==> src/rtl/two_byte_serial_right_shifter.sv <==
// rtl/two_byte_serial_right_shifter.sv - iterative 16-bit right shifter (logical/arithmetic/rotate), one bit per clock
module two_byte_serial_right_shifter #(
  parameter int WIDTH = 16,
  parameter int AMT_W = 4
) (
  input  logic             clk,
  input  logic             rst,
  input  logic             in_valid,
  output logic             in_ready,
  input  logic [WIDTH-1:0] in_data,
  input  logic [AMT_W-1:0] in_amount,
  input  logic [1:0]       in_mode,
  output logic             out_valid,
  input  logic             out_ready,
  output logic [WIDTH-1:0] out_data,
  output logic             out_carry,
  output logic             out_zero
);

  typedef enum logic [1:0] {
    IDLE  = 2'd0,
    SHIFT = 2'd1,
    DONE  = 2'd2
  } state_t;

  localparam logic [1:0] MODE_ARITH  = 2'b01;
  localparam logic [1:0] MODE_ROTATE = 2'b10;

  state_t           state;
  logic [WIDTH-1:0] sreg;
  logic [AMT_W-1:0] cnt;
  logic [1:0]       mode;
  logic             carry;
  logic             valid_r;
  logic             fill_bit;

  // Bit entering at the MSB on each step; reserved mode 11 falls through to logical fill.
  always_comb begin
    fill_bit = 1'b0;
    case (mode)
      MODE_ARITH:  fill_bit = sreg[WIDTH-1];
      MODE_ROTATE: fill_bit = sreg[0];
      default:     fill_bit = 1'b0;
    endcase
  end

  // Control FSM plus the shift datapath; the result registers double as the outputs.
  always_ff @(posedge clk) begin
    if (rst) begin
      state   <= IDLE;
      sreg    <= '0;
      cnt     <= '0;
      mode    <= '0;
      carry   <= 1'b0;
      valid_r <= 1'b0;
    end else begin
      case (state)
        IDLE: begin
          if (in_valid) begin
            sreg  <= in_data;
            mode  <= in_mode;
            cnt   <= in_amount;
            carry <= 1'b0;
            if (in_amount != '0) begin
              state <= SHIFT;
            end else begin
              state   <= DONE;
              valid_r <= 1'b1;
            end
          end
        end
        SHIFT: begin
          sreg  <= {fill_bit, sreg[WIDTH-1:1]};
          carry <= sreg[0];
          if (cnt != '0) begin
            cnt <= cnt - 1'b1;
          end
          // Counter at 1 means this edge performs the final step.
          if (cnt <= 1) begin
            state   <= DONE;
            valid_r <= 1'b1;
          end
        end
        DONE: begin
          if (out_ready) begin
            state   <= IDLE;
            valid_r <= 1'b0;
          end
        end
        default: begin
          state   <= IDLE;
          valid_r <= 1'b0;
        end
      endcase
    end
  end

  assign in_ready  = (state == IDLE) & ~rst;
  assign out_valid = valid_r;
  assign out_data  = sreg;
  assign out_carry = carry;
  assign out_zero  = (sreg == '0);

endmodule
==> config.mk <==
export PLATFORM = sky130hd
export DESIGN_NAME = two_byte_serial_right_shifter
export DESIGN_NICKNAME = d
export VERILOG_FILES = /design/src/rtl/two_byte_serial_right_shifter.sv
export SDC_FILE = /design/constraint.sdc
export NUM_CORES = 1
export LEC_CHECK = 0
export CAP_MARGIN = 25
export CORE_ASPECT_RATIO = 1.25
export CORE_MARGIN = 10
export CORE_UTILIZATION = 49
export DETAILED_ROUTE_END_ITERATION = 10
export GPL_TIMING_DRIVEN = 0
export PLACE_DENSITY = 0.84
export SKIP_CTS_REPAIR_TIMING = 1
export SYNTH_ARGS = -nofsm -noshare
export SYNTH_HDL_FRONTEND = slang
export SYNTH_SLANG_ARGS = --single-unit
==> constraint.sdc <==
create_clock -name clk -period 4 [get_ports clk]
set_input_delay 0.6 -clock clk [delete_from_list [all_inputs] [get_ports clk]]
set_output_delay 0.6 -clock clk [all_outputs]
set_load 0.005 [all_outputs]
# Yosys cells after proc, flatten, opt, wreduce, memory -nomap -nowiden
# Index checks and enable logic that the tools add are counted.
[word_totals]
output_inout_bits = 20
inputBits = 26
regBits = 26
[classes]
order_cmp = 1
n_eq_ne = 10
n_mux = 18
n_reduce_logical = 11
addsub = 1
n_bitwise = 2
[op_table]
columns = ["cell", "n"]
rows = [
  ["16-bit one-hot mux with 2 select lines", 1],
  ["16-bit logical NOT", 1],
  ["16-bit two-way mux", 1],
  ["2-bit != test, second input constant", 6],
  ["3-bit AND reduction", 3],
  ["2-bit two-way mux", 4],
  ["4-bit two-way mux", 2],
  ["4-bit one-hot mux with 2 select lines", 1],
  ["4-bit nonzero test", 2],
  ["2-bit one-hot mux with 3 select lines", 1],
  ["1-bit two-way mux", 5],
  ["2-bit by 1-bit == test with 1-bit output, second input constant", 2],
  ["2-bit == test, second input constant", 2],
  ["4-bit by 1-bit <= comparator with 1-bit output, second input constant", 1],
  ["1-bit one-hot mux with 2 select lines", 2],
  ["2-bit AND reduction", 2],
  ["4-bit AND reduction", 1],
  ["4-bit by 1-bit subtractor with 4-bit output, second input constant", 1],
  ["1-bit one-hot mux with 3 select lines", 1],
  ["2-bit logical NOT", 1],
  ["2-bit nonzero test", 1],
  ["1-bit bitwise AND", 1],
  ["1-bit NOT", 1],
]

# Depth between registers and ports, before layout
[logic_depth]
depth_word = 4
ltp_mapped = 6

# Worst setup path after synthesis
# OpenSTA, ideal clock, no wires.
[synth_path]
path_type = "input to output"
startpoint = "input port rst"
endpoint = "output port in_ready"
required_time_ns = 3.400
arrival_ns = 1.270
stages = 3
path_slack_ns = 2.130
path_cell_list = "clkbuf_1 clkbuf_1 nor3_1"
[synth_via]
elab_chain_cells = 2
[synth_rtl]
columns = ["element", "line_no", "source"]
rows = [
  ["start: declaration", "7", "input logic rst,"],
  ["1-bit NOT", "98", "assign in_ready = (state == IDLE) & ~rst;"],
  ["1-bit bitwise AND", "98", ""],
  ["end: declaration", "9", "output logic in_ready,"],
]
# Every way passes these cells.

# Worst setup path after layout
# Ends and elaborated chain as after synthesis.

==> summary.md <==
| Metric | Value |
|---|---|
| Highest clock rate | 0.379 GHz |
| Gr ovfl total | 0 |
| Synthesis warning total | 0 |
| Hold Vio Cnt, Final | 0 |
| Seq cells post-synth | 26 |
| Syn Std Cell Area | 1440 µm² |
| PnR Total Power | 0.000881 W |
| Skew-Pair Late Insertion Delay | 0.32 ns |
| Worst vdd ir | 0.319 mV |
| Setup TNS | 0 ns |
| Post-Place Cells | 245 |
| Crit start category | primary input |
| Synth-to-layout area growth | 35.3% |
| Total GRT Usage | 14.8% |
| Starting Density | 52.3% |
| RSZ-0062 raised after global routing | false |
| Outcome | finished, final reports clean |
| Routed len/inst | 16.1 µm |
| Row count | 21 |
| Clk buf depth | 2 |
| Ant. Diodes | 0 |
| Tightest Hold Check Type | reg -> reg |
| Synth unique cells | 41 |
| Via density | 5.64 |
| Initial antenna violation count | 0 |
| Final setup viols | 0 |
| RePlAce Congestion | 0.861 |
| Slew Viols, Final | 0 |
| Clk slew on worst S/H paths | 0.14 ns |
| H-tree depth | 1 |
| Routed WL | 4010 µm |
| Post-Synthesis Cells | 168 |
| Post-synth top cells | nand2_1 (37), dfxtp_1 (26), nor2_1 (19), a311oi_1 (14), a21oi_1 (10) |
| DRC errors left | 0 |
| Finished Layout Cells | 249 |
| Crit-path max FO | 10 |
| CP endpoint kind | output port |
| LEAKAGE | 0.720 nW |
| Nets | 245 |
| Prevailing post-synth register cell | dfxtp_1 |
| Synth area leaders | dfxtp_1 (36%), nand2_1 (9.6%), a311oi_1 (8.5%), nor2_1 (4.9%), a21oi_1 (3.5%) |
| Die Ht | 80.7 µm |
| I/O pins | 46 |
| CTS tree | built |
| Post-route minimum period | 2.64 ns |
| Worst Path Class, Setup | in -> out |
| Post-synth EDFFs | 0 |
| WHS | 0.482 ns |
| Seq/Total Area, Yosys | 36.1% |
| IO buf count | 43 |
| Crit share post-route | 66.0% |
| Ratio of cells with drive above 1 in the final layout | 14.4% |
| Least-Margin Pin Slew | 0.573 ns |
| Inserted Clock Buffers | 3 |
| Area leader, netlist | dfxtp_1 |
| Die area | 5530 µm² |
| Most frequent cell after synthesis | nand2_1 |
| DRT Pass-1 Iters | 4 |
| Die X | 68.5 µm |
| Max-cap violations | 0 |
| Slew HR | 61.8% |
| Root Buffer | clkbuf_4 |
| Vias in the first global route | 1432 |
| Worst Path Required | 3.40 ns |
| Core area | 2760 µm² |
| First-pass GRT wire length | 6670 µm |
| Share of the synthesized area in the top cell type | 36.1% |
| Final Skew | 0.00827 ns |
| Total number of vias | 1405 |
| Post-DP HPWL | 3080 µm |
| Clock sinks | 26 |
| Post-synth ARST share | 0% |
| Fin util | 70.7% |
| Largest net degree at the start of global routing | 15 |
| Post-Syn Nets | 197 |
| PwrDens | 451 nW/µm² |
| DRT iter0 DRCs | 176 |
| Final ANT Viol Nets | 0 |
| Arrival @ worst endpoint | 2.04 ns |
| Synth Area per Inst | 8.59 µm² |
metrics by stage:
step	area [µm²]	setup WS, ns
after global placement	1920	1.36
after floorplan	1440	2.13
after global routing	1950	1.25
after detailed placement	1920	1.36
final	1950	1.36
after CTS	1950	1.36
state kept, by name, summed over array words and instances, names as in the netlist:
register	cells
mode	2
cnt	4
out_carry	1
state	2
out_valid	1
out_data	16
logic make-up after synthesis:
logic type | count (synthesis) | share of synthesized area, %
flip-flops | 26 | 36.1
AND/OR/NAND/NOR | 80 | 27.3
AO/OA/AOI/OAI | 40 | 23.9
buffers and inverters | 16 | 7.63
adder cells (fa/ha/maj) | 3 | 2.60
multiplexers | 3 | 2.51
final timing paths:
| check | start | to | slack (ns) | cells after the start |
|---|---|---|---|---|
| max | rst | in_ready | 1.36 | 4 |
| min | mode[1] | mode[1] | 0.48 | 2 |
| max reg2reg | cnt[0] | out_valid | 2.44 | 5 |
| min reg2reg | mode[1] | mode[1] | 0.48 | 2 |
worst max-delay path: stages:
cell and delay [ns]:
clkbuf_1 0.43, clkbuf_1 0.45, nor3_1 0.08, clkdlybuf4s50_1 0.47
final cells by class:
| type | count | area (µm²) |
|---|---|---|
| Multi-Input combinational cell | 126 | 812 |
| Fill cell | 227 | 807 |
| Sequential cell | 26 | 520 |
| Timing Repair Buffer | 43 | 430 |
| Buffer | 13 | 98.8 |
| Tap cell | 34 | 42.5 |
| Clock buffer | 4 | 36.3 |
| Inverter | 3 | 11.3 |
placed cells by master, fill, tap and decap left out, types with 3 or more instances in the layout:
cell type        netlist  layout
dfxtp_1               26      26
a21oi_1               10      10
inv_1                  3       3
nor2_1                19      19
a311oi_1              14      14
buf_6                  4       4
buf_4                  5       5
ha_1                   3       3
clkbuf_1               3       3
clkbuf_4               0       3
nand2_1               37      37
nor4_1                 4       4
clkdlybuf4s50_1        0      43
o21ai_1                3       3
routing by layer:
layer,vias to the layer above,share of wire [%],GRT usage [%]
met4,0,0.92,3.43
met1,658,42,17.3
met3,5,8.5,2.78
met2,46,49,26.3
li1,696,-,-
met5,-,0,0
power by group:
part | internal [W] | total (W) | switching [W]
clock | 0.0000557 | 0.000133 | 0.0000774
sequential | 0.000307 | 0.000356 | 0.0000489
combinational | 0.000202 | 0.000392 | 0.000191
Note: power is estimated with default switching activity, not from simulation.
